File: config.mk
export PLATFORM = sky130hd
export DESIGN_NAME = seq_restoring_divider
export DESIGN_NICKNAME = d
export VERILOG_FILES = /design/src/rtl/div_pkg.sv /design/src/rtl/div_step.sv /design/src/rtl/seq_restoring_divider.sv
export SDC_FILE = /design/constraint.sdc
export NUM_CORES = 1
export LEC_CHECK = 0
export ABC_AREA = 0
export BUFFER_PORTS_ARGS = -buffer_cell sky130_fd_sc_hd__buf_2
export CAP_MARGIN = 20
export CORE_ASPECT_RATIO = 1.25
export CORE_MARGIN = 2
export CORE_UTILIZATION = 55
export CTS_CLUSTER_DIAMETER = 40
export CTS_CLUSTER_SIZE = 10
export DETAILED_ROUTE_END_ITERATION = 10
export PLACE_DENSITY_LB_ADDON = 0.15
export SLEW_MARGIN = 20
export SYNTH_ARGS = -nofsm -noshare
export SYNTH_HDL_FRONTEND = slang
export SYNTH_SLANG_ARGS = --single-unit
export TNS_END_PERCENT = 1
File: constraint.sdc
create_clock -name clk -period 2.4 [get_ports clk]
set_input_delay 0.24 -clock clk [delete_from_list [all_inputs] [get_ports clk]]
set_output_delay 0.24 -clock clk [all_outputs]
set_load 0.01 [all_outputs]
File: src/rtl/div_pkg.sv
// Shared definitions for the sequential restoring divider.
// State encoding, default width and iteration-counter sizing.
package div_pkg;

    localparam int DEFAULT_WIDTH = 8;
    localparam int CNT_W         = $clog2(DEFAULT_WIDTH) + 1;

    typedef enum logic [1:0] {
        IDLE  = 2'd0,
        CHECK = 2'd1,
        ITER  = 2'd2,
        DONE  = 2'd3
    } state_t;

    function automatic int cnt_width(input int width);
        return $clog2(width) + 1;
    endfunction

endpackage

File: src/rtl/div_step.sv
// One restoring-division iteration: shift in the next dividend bit,
// trial-subtract the divisor and produce one quotient bit.
module div_step
    import div_pkg::*;
#(
    parameter int WIDTH = DEFAULT_WIDTH
) (
    input  logic [WIDTH:0]   i_r,
    input  logic             i_q_msb,
    input  logic [WIDTH-1:0] i_divisor,
    output logic [WIDTH:0]   o_r_next,
    output logic             o_q_bit
);

    logic [WIDTH:0] w_t;
    logic           w_unused;

    // R stays below the divisor, so its top bit is always zero and drops out of T.
    assign w_t      = {i_r[WIDTH-1:0], i_q_msb};
    assign w_unused = i_r[WIDTH];

    always_comb begin
        if (w_t >= {1'b0, i_divisor}) begin
            o_r_next = w_t - {1'b0, i_divisor};
            o_q_bit  = 1'b1;
        end else begin
            o_r_next = w_t;
            o_q_bit  = 1'b0;
        end
    end

endmodule

File: src/rtl/seq_restoring_divider.sv
// Iterative radix-2 restoring divider, 2W/W -> W quotient and W remainder.
// Optional DIV_ZERO_SKIP_EN: a zero dividend finishes straight from CHECK.
//
// state | meaning
// IDLE  | ready for operands
// CHECK | classify divide-by-zero / overflow / normal, load iteration regs
// ITER  | one quotient bit per clock, WIDTH steps
// DONE  | result held until out_ready
module seq_restoring_divider
    import div_pkg::*;
#(
    parameter int WIDTH = DEFAULT_WIDTH
) (
    input  logic                 clk,
    input  logic                 rst_n,
    input  logic                 in_valid,
    output logic                 in_ready,
    input  logic [2*WIDTH-1:0]   dividend,
    input  logic [WIDTH-1:0]     divisor,
    output logic                 out_valid,
    input  logic                 out_ready,
    output logic [WIDTH-1:0]     quotient,
    output logic [WIDTH-1:0]     remainder,
    output logic                 div_by_zero,
    output logic                 overflow,
    output logic                 busy
);

    localparam int CW = cnt_width(WIDTH);

    state_t               r_state;
    state_t               w_next_state;
    logic [2*WIDTH-1:0]   r_dividend;
    logic [WIDTH-1:0]     r_divisor;
    logic [WIDTH:0]       r_rem;
    logic [WIDTH-1:0]     r_q;
    logic [CW-1:0]        r_cnt;
    logic [WIDTH-1:0]     r_quotient;
    logic [WIDTH-1:0]     r_remainder;
    logic                 r_dbz;
    logic                 r_ovf;

    logic                 w_div_zero;
    logic                 w_hi_ge;
    logic                 w_skip;
    logic                 w_last;
    logic [WIDTH:0]       w_r_next;
    logic                 w_q_bit;

    assign w_div_zero = (r_divisor == '0);
    assign w_hi_ge    = (r_dividend[2*WIDTH-1:WIDTH] >= r_divisor);
    assign w_last     = (r_cnt == CW'(WIDTH - 1));
`ifdef DIV_ZERO_SKIP_EN
    assign w_skip     = (r_dividend == '0);
`else
    assign w_skip     = 1'b0;
`endif

    div_step #(.WIDTH(WIDTH)) u_step (
        .i_r       (r_rem),
        .i_q_msb   (r_q[WIDTH-1]),
        .i_divisor (r_divisor),
        .o_r_next  (w_r_next),
        .o_q_bit   (w_q_bit)
    );

    always_ff @(posedge clk or negedge rst_n) begin
        if (!rst_n) begin
            r_state <= IDLE;
        end else begin
            r_state <= w_next_state;
        end
    end

    always_comb begin
        w_next_state = r_state;
        case (r_state)
            IDLE:  if (in_valid) w_next_state = CHECK;
            CHECK: w_next_state = (w_div_zero || w_hi_ge || w_skip) ? DONE : ITER;
            ITER:  if (w_last) w_next_state = DONE;
            DONE:  if (out_ready) w_next_state = IDLE;
            default: w_next_state = IDLE;
        endcase
    end

    always_comb begin
        in_ready  = (r_state == IDLE);
        out_valid = (r_state == DONE);
        busy      = (r_state != IDLE);
    end

    always_ff @(posedge clk or negedge rst_n) begin
        if (!rst_n) begin
            r_dividend  <= '0;
            r_divisor   <= '0;
            r_rem       <= '0;
            r_q         <= '0;
            r_cnt       <= '0;
            r_quotient  <= '0;
            r_remainder <= '0;
            r_dbz       <= 1'b0;
            r_ovf       <= 1'b0;
        end else begin
            case (r_state)
                IDLE: begin
                    if (in_valid) begin
                        r_dividend <= dividend;
                        r_divisor  <= divisor;
                    end
                end
                CHECK: begin
                    if (w_div_zero) begin
                        r_dbz       <= 1'b1;
                        r_quotient  <= '1;
                        r_remainder <= r_dividend[WIDTH-1:0];
                    end else if (w_hi_ge) begin
                        r_ovf       <= 1'b1;
                        r_quotient  <= '1;
                        r_remainder <= '0;
                    end else if (w_skip) begin
                        r_quotient  <= '0;
                        r_remainder <= '0;
                    end else begin
                        r_rem <= {1'b0, r_dividend[2*WIDTH-1:WIDTH]};
                        r_q   <= r_dividend[WIDTH-1:0];
                        r_cnt <= '0;
                    end
                end
                ITER: begin
                    r_rem <= w_r_next;
                    r_q   <= {r_q[WIDTH-2:0], w_q_bit};
                    r_cnt <= r_cnt + 1'b1;
                    if (w_last) begin
                        r_quotient  <= {r_q[WIDTH-2:0], w_q_bit};
                        r_remainder <= w_r_next[WIDTH-1:0];
                    end
                end
                DONE: begin
                    if (out_ready) begin
                        r_dbz <= 1'b0;
                        r_ovf <= 1'b0;
                    end
                end
                default: ;
            endcase
        end
    end

    assign quotient    = r_quotient;
    assign remainder   = r_remainder;
    assign div_by_zero = r_dbz;
    assign overflow    = r_ovf;

endmodule

; Word-level counts from Yosys, hierarchy flattened
; Cells that the tools add are included.
[totals]
ff_bits = 64
in_bits = 28
output_inout_bits = 21
wordCells = 68
[classes]
n_addsub = 2
order_cmp = 2
n_eq_ne = 12
muxes = 30
n_reduce_logical = 12
[op_table]
columns = operator, n
row1 = 8-bit 2-to-1 mux, 11
row2 = 8-bit one-hot mux with 2 select lines, 4
row3 = 2-bit != test (second input constant), 6
row4 = 3-bit AND reduction, 4
row5 = 9-bit by 8-bit >= comparator with 1-bit output, 1
row6 = 8-bit >= comparator, 1
row7 = 8-bit zero test, 1
row8 = 4-bit 2-to-1 mux, 2
row9 = 2-bit one-hot mux with 4 select lines, 1
row10 = 4-bit one-hot mux with 2 select lines, 1
row11 = 8-bit subtractor, 1
row12 = 1-bit 2-to-1 mux, 6
row13 = 2-bit 2-to-1 mux, 3
row14 = 2-bit nonzero test, 3
row15 = 4-bit by 1-bit adder with 4-bit output (second input constant), 1
row16 = 2-bit equality test (second input constant), 2
row17 = 4-bit by 3-bit equality test with 1-bit output (second input constant), 1
row18 = 1-bit one-hot mux with 2 select lines, 2
row19 = 4-bit AND reduction, 1
row20 = 3-bit != test (second input constant), 1
row21 = 2-bit by 1-bit equality test with 1-bit output (second input constant), 1
row22 = 2-bit zero test, 1
row23 = 2-bit by 1-bit != test with 1-bit output (second input constant), 1
row24 = 2-bit AND reduction, 1
row25 = 1-bit logical OR, 1

; Longest topological paths before layout
[logic_depth]
ltp_word = 4
ltp_mapped = 9
mapped_depth_nobuf = 9

; Hierarchy
; From an unflattened synthesis, not the netlist that was laid out.
[unflattened]
hier_cells = 335
hier_area_um2 = 3794.9
[by_module_without_submodules]
columns = module, n_inst, cells_per_inst, area_each_um2, seq_area_each_um2
row1 = seq_restoring_divider, 1, 259, 3248.1, 1626.6
row2 = div_step, 1, 76, 546.8, 0.0

; Least setup slack after synthesis
; No wires, ideal clock.
[synth_timing]
path_kind = reg2reg
start = register r_divisor[0]
end = register r_q[0]
arrival_ns = 2.061
slack_ns = 0.214
path_stages_with_launch = 7
path_cell_list = dfrtp_1 ha_1 nand2b_1 a2111o_1 a31o_1 o22ai_4 mux2_2
[synth_between]
elab_chain_cells = 3
[synth_rtl]
columns = element, line
row1 = "start, declared", seq_restoring_divider.sv:34  ; logic [WIDTH-1:0] r_divisor;
row2 = "start signal, assigned", seq_restoring_divider.sv:108  ; r_divisor <= divisor;
row3 = "9-bit by 8-bit >= comparator with 1-bit output, or another cell as far along", div_step.sv:23  ; if (w_t >= {1'b0, i_divisor}) begin
row4 = 1-bit 2-to-1 mux / 2-bit != test (equally long branches), -
row5 = 8-bit one-hot mux with 2 select lines / 3-bit AND reduction (equally long branches), -
row6 = "end signal, assigned", seq_restoring_divider.sv:125  ; r_q <= r_dividend[WIDTH-1:0];
row7 = "end signal, assigned", seq_restoring_divider.sv:131  ; r_q <= {r_q[WIDTH-2:0], w_q_bit};
row8 = "end, declared", seq_restoring_divider.sv:36  ; logic [WIDTH-1:0] r_q;
; Several ways; a longest one is shown, not always the timed one.
; A chain may end at the register's enable or synchronous reset.

; Final worst setup path
[layout_timing]
start = register r_dividend[8]
end = register r_q[0]
[layout_between]
elab_chain_cells = 3
[layout_rtl]
columns = element, line
row1 = "start, declared", seq_restoring_divider.sv:33  ; logic [2*WIDTH-1:0] r_dividend;
row2 = "start signal, assigned", seq_restoring_divider.sv:107  ; r_dividend <= dividend;
row3 = 8-bit >= comparator, seq_restoring_divider.sv:51  ; assign w_hi_ge = (r_dividend[2*WIDTH-1:WIDTH] >= r_divisor);
row4 = 2-bit != test (no source line), -
row5 = 3-bit AND reduction (no source line), -
; No other way between the ends.

==> flow_summary.json <==
{
  "dp_worst_setup_slack_ns": 0.0360,
  "largest_area_contributor_in_the_netlist": "sky130_fd_sc_hd__dfrtp_1",
  "met3_track_demand_over_resource_pct": 5.22,
  "number_of_flops_mapped_to_enable_cells_by_yosys": 0,
  "grt_use_total_pct": 24.3,
  "critical_path.max_stage_delay_ns": 0.42,
  "regToRegStartpoint": "r_dividend[8]",
  "finalCritPeriodShare_pct": 96.0,
  "tritoncts_clock_tree": "yes",
  "drv_cap": 0,
  "post_synth_main_area_contributors": "sky130_fd_sc_hd__dfrtp_1, sky130_fd_sc_hd__mux2_2, sky130_fd_sc_hd__ha_1",
  "global_route.peak_usage_layer": "met2",
  "grt_antenna_before_repair": 0,
  "buffer_ports.inserted": 48,
  "globalRouteMet2Util_pct": 39.4,
  "cts_num_sinks": 64,
  "placementRows": 32,
  "synth_seq_area_share_pct": 46.5,
  "syn-instance-count": 348,
  "antenna_violating_nets_post_route": 0,
  "power.static_leakage_nw": 1.89,
  "grt_max_degree": 41,
  "worst_skew_pair_later_pin_latency_ns": 0.34,
  "cts-root-buf": "sky130_fd_sc_hd__clkbuf_8",
  "floorplan.initialDensity_pct": 56.3,
  "power_density_of_the_placed_cells_mw_per_mm2": 1740,
  "remaining_drc_errors": 0,
  "drt-wirelength-per-cell_um": 15.6,
  "reg2reg_slack_ns": 0.1,
  "yosysUniqueCellTypes": 42,
  "max_clock_freq_ghz": 0.434,
  "design.portCount": 49,
  "global_route_met1_usage_pct": 31.5,
  "placed_cells": 483,
  "crit_path_end": "r_q[0]",
  "yosysWarnings": 0,
  "cts.reportedPaths.clkPinSlew_ns": 0.07,
  "worst_ep_arrival_time_ns": 2.53,
  "holdCritPathClass": "in2reg",
  "ys_async_sr_fraction_pct": 100,
  "regToRegEndpoint": "r_q[0]",
  "outcome": "completed",
  "global_route_wire_length_before_repair_um": 12600,
  "worst_ir_drop_vdd_uv": 742,
  "ys_ff_latch": 64,
  "maxSlewHeadroom_pct": 51.8,
  "worst-setup-path-type": "reg2reg",
  "gpl.final_weighted_congestion": 0.956,
  "setup.worst_path.end_class": "flip-flop",
  "hold_violations": 0,
  "synth.net_count": 398,
  "worstPathMaxFanout": 8,
  "synthFlopType": "sky130_fd_sc_hd__dfrtp_1",
  "finish.net_count": 463,
  "vias": 2782,
  "skew_ns": 0.0115,
  "cts-buffers-inserted": 9,
  "hpwlAfterDp_um": 5640,
  "drt-total-wl_um": 7860,
  "rr_worst_depth": 8,
  "timing.final.ws_setup_ns": 0.0958,
  "core_region_area_mm2": 0.00613,
  "period_needed_ns": 2.30,
  "post_drt_via_cell_ratio": 5.53,
  "grt_remaining_overflow": 0,
  "worstSetupStartpoint": "r_dividend[8]",
  "area.growth.synth_to_final_pct": 18.9,
  "die_width_um": 74.8,
  "yosys.area.top_type_share_pct": 46.5,
  "worst-endpoint-required_ns": 2.63,
  "synth.avg_cell_area_um2": 9.90,
  "design.die.area_mm2": 0.00692,
  "startpoint_type": "flip-flop",
  "worstPathCellList": "inv_1, ha_1, nand2b_1, a2111o_1, a31o_2, o22ai_4, buf_12, mux2_2",
  "clock_path_buffers": 2,
  "detail_route.iter0.violations": 212,
  "share_of_post_route_cells_with_drive_strength_above_1_pct": 27.3,
  "fin_cells": 503,
  "library_cell_with_the_highest_instance_count_after_synthesis": "sky130_fd_sc_hd__dfrtp_1",
  "tightestPinTransition_ns": 0.715,
  "critical_path.slowest_cell": "sky130_fd_sc_hd__a2111o_1",
  "diodes": 0,
  "setup_viol": 0,
  "die_h_um": 92.5,
  "syn_area_mm2": 0.00345,
  "clock_h_tree_levels": 3,
  "netlist_top_cells_count": "sky130_fd_sc_hd__dfrtp_1, sky130_fd_sc_hd__nor2_1, sky130_fd_sc_hd__a21oi_1, sky130_fd_sc_hd__inv_1, sky130_fd_sc_hd__mux2_2",
  "grt_pass1_vias": 2678,
  "drt_pass1_iterations": 4,
  "report.final.slew_viol_count": 0
}
## area by class of cell
cell class / instances / area [um^2]
Fill cell: 502 / 2030
Multi-Input combinational cell: 243 / 1680
Sequential cell: 64 / 1600
Timing Repair Buffer: 66 / 437
Clock buffer: 10 / 128
Inverter: 29 / 109
Tap cell: 85 / 106
Clock inverter: 6 / 36.3
## worst max-delay path: cells and delay by family (launching register included)
family                     cells  cell delay [ns]
muxes                          1             0.34
adders and majority gates      1             0.28
DFF                            1             0.37
and+or+nand+nor                1             0.14
AOI/OAI and AO/OA              3             0.86
buffers and inverters          2             0.21
## logic make-up after synthesis
logic type                 share of synthesized area [%]
AOI/OAI and AO/OA                                   16.2
and+or+nand+nor                                     11.5
DFF                                                 46.5
buffers and inverters                               5.19
muxes                                               11.7
adders and majority gates                           8.21
xor gates and xnor gates                           0.763
## metrics by stage
step	hold slack [ns]	cell area [um^2]	power (mW)	TNS [ns]	util (%)
6_report	0.110	4100	7.15	0	66.9
5_1_grt	0.109	4100	7.80	-0.000365	66.9
4_1_cts	0.100	4020	6.83	0	65.6
3_5_place_dp	0.268	3850	6.02	0	62.8
3_3_place_gp	0.270	3850	5.90	0	62.8
2_1_floorplan	-0.0556	3450	4.96	0	-
## repair_timing
action | 4_1_cts | 5_1_grt
setup buffers | 0 | 1
hold buffers | 1 | 0
resized for setup | 0 | 6
hold endpoints to repair | 24 | 0
setup endpoints to repair | 0 | 28
## cell usage in the layout, fill, tap and decap left out, drive strengths merged, types with 2 or more instances in the layout
cell type,n
a21o,2
a21oi,31
a31oi,15
a41oi,3
buf,64
clkbuf,11
clkinv,5
dfrtp,64
ha,21
inv,29
mux2,26
mux2i,11
nand2,25
nand2b,6
nand3,6
nor2,36
nor2b,4
nor3,3
o21ai,31
o221a,2
o22ai,2
xnor2,2
## power breakdown
group / switching (mW) / leakage (nW) / internal, mW
Clock: 0.423 / 0.0858 / 0.369
Combinational: 2.31 / 1.06 / 1.96
Sequential: 0.422 / 0.749 / 1.66
## metal layers
layer  wire [um]  up-vias
met1        3540     1354
met3         295       10
met4         147        0
li1            -     1354
met5           0        -
met2        3880       64
## worst min-delay path by stage
stage | slack, ns | from | cells after the start | endpoint
2_1_floorplan | -0.06 | rst_n | 0 | div_by_zero
3_3_place_gp | 0.27 | rst_n | 1 | r_dividend[5]
3_5_place_dp | 0.27 | rst_n | 1 | r_dividend[5]
4_1_cts | 0.10 | out_ready | 2 | overflow
5_1_grt | 0.11 | out_ready | 2 | overflow
6_report | 0.11 | out_ready | 2 | overflow
## registers in the layout, indices dropped and copies added, names as in the netlist
signal,count
r_q,8
overflow,1
r_cnt,4
div_by_zero,1
r_rem,8
r_dividend,16
r_state,2
r_divisor,8
quotient,8
remainder,8
No activity file was read; power rests on OpenSTA's default activity.
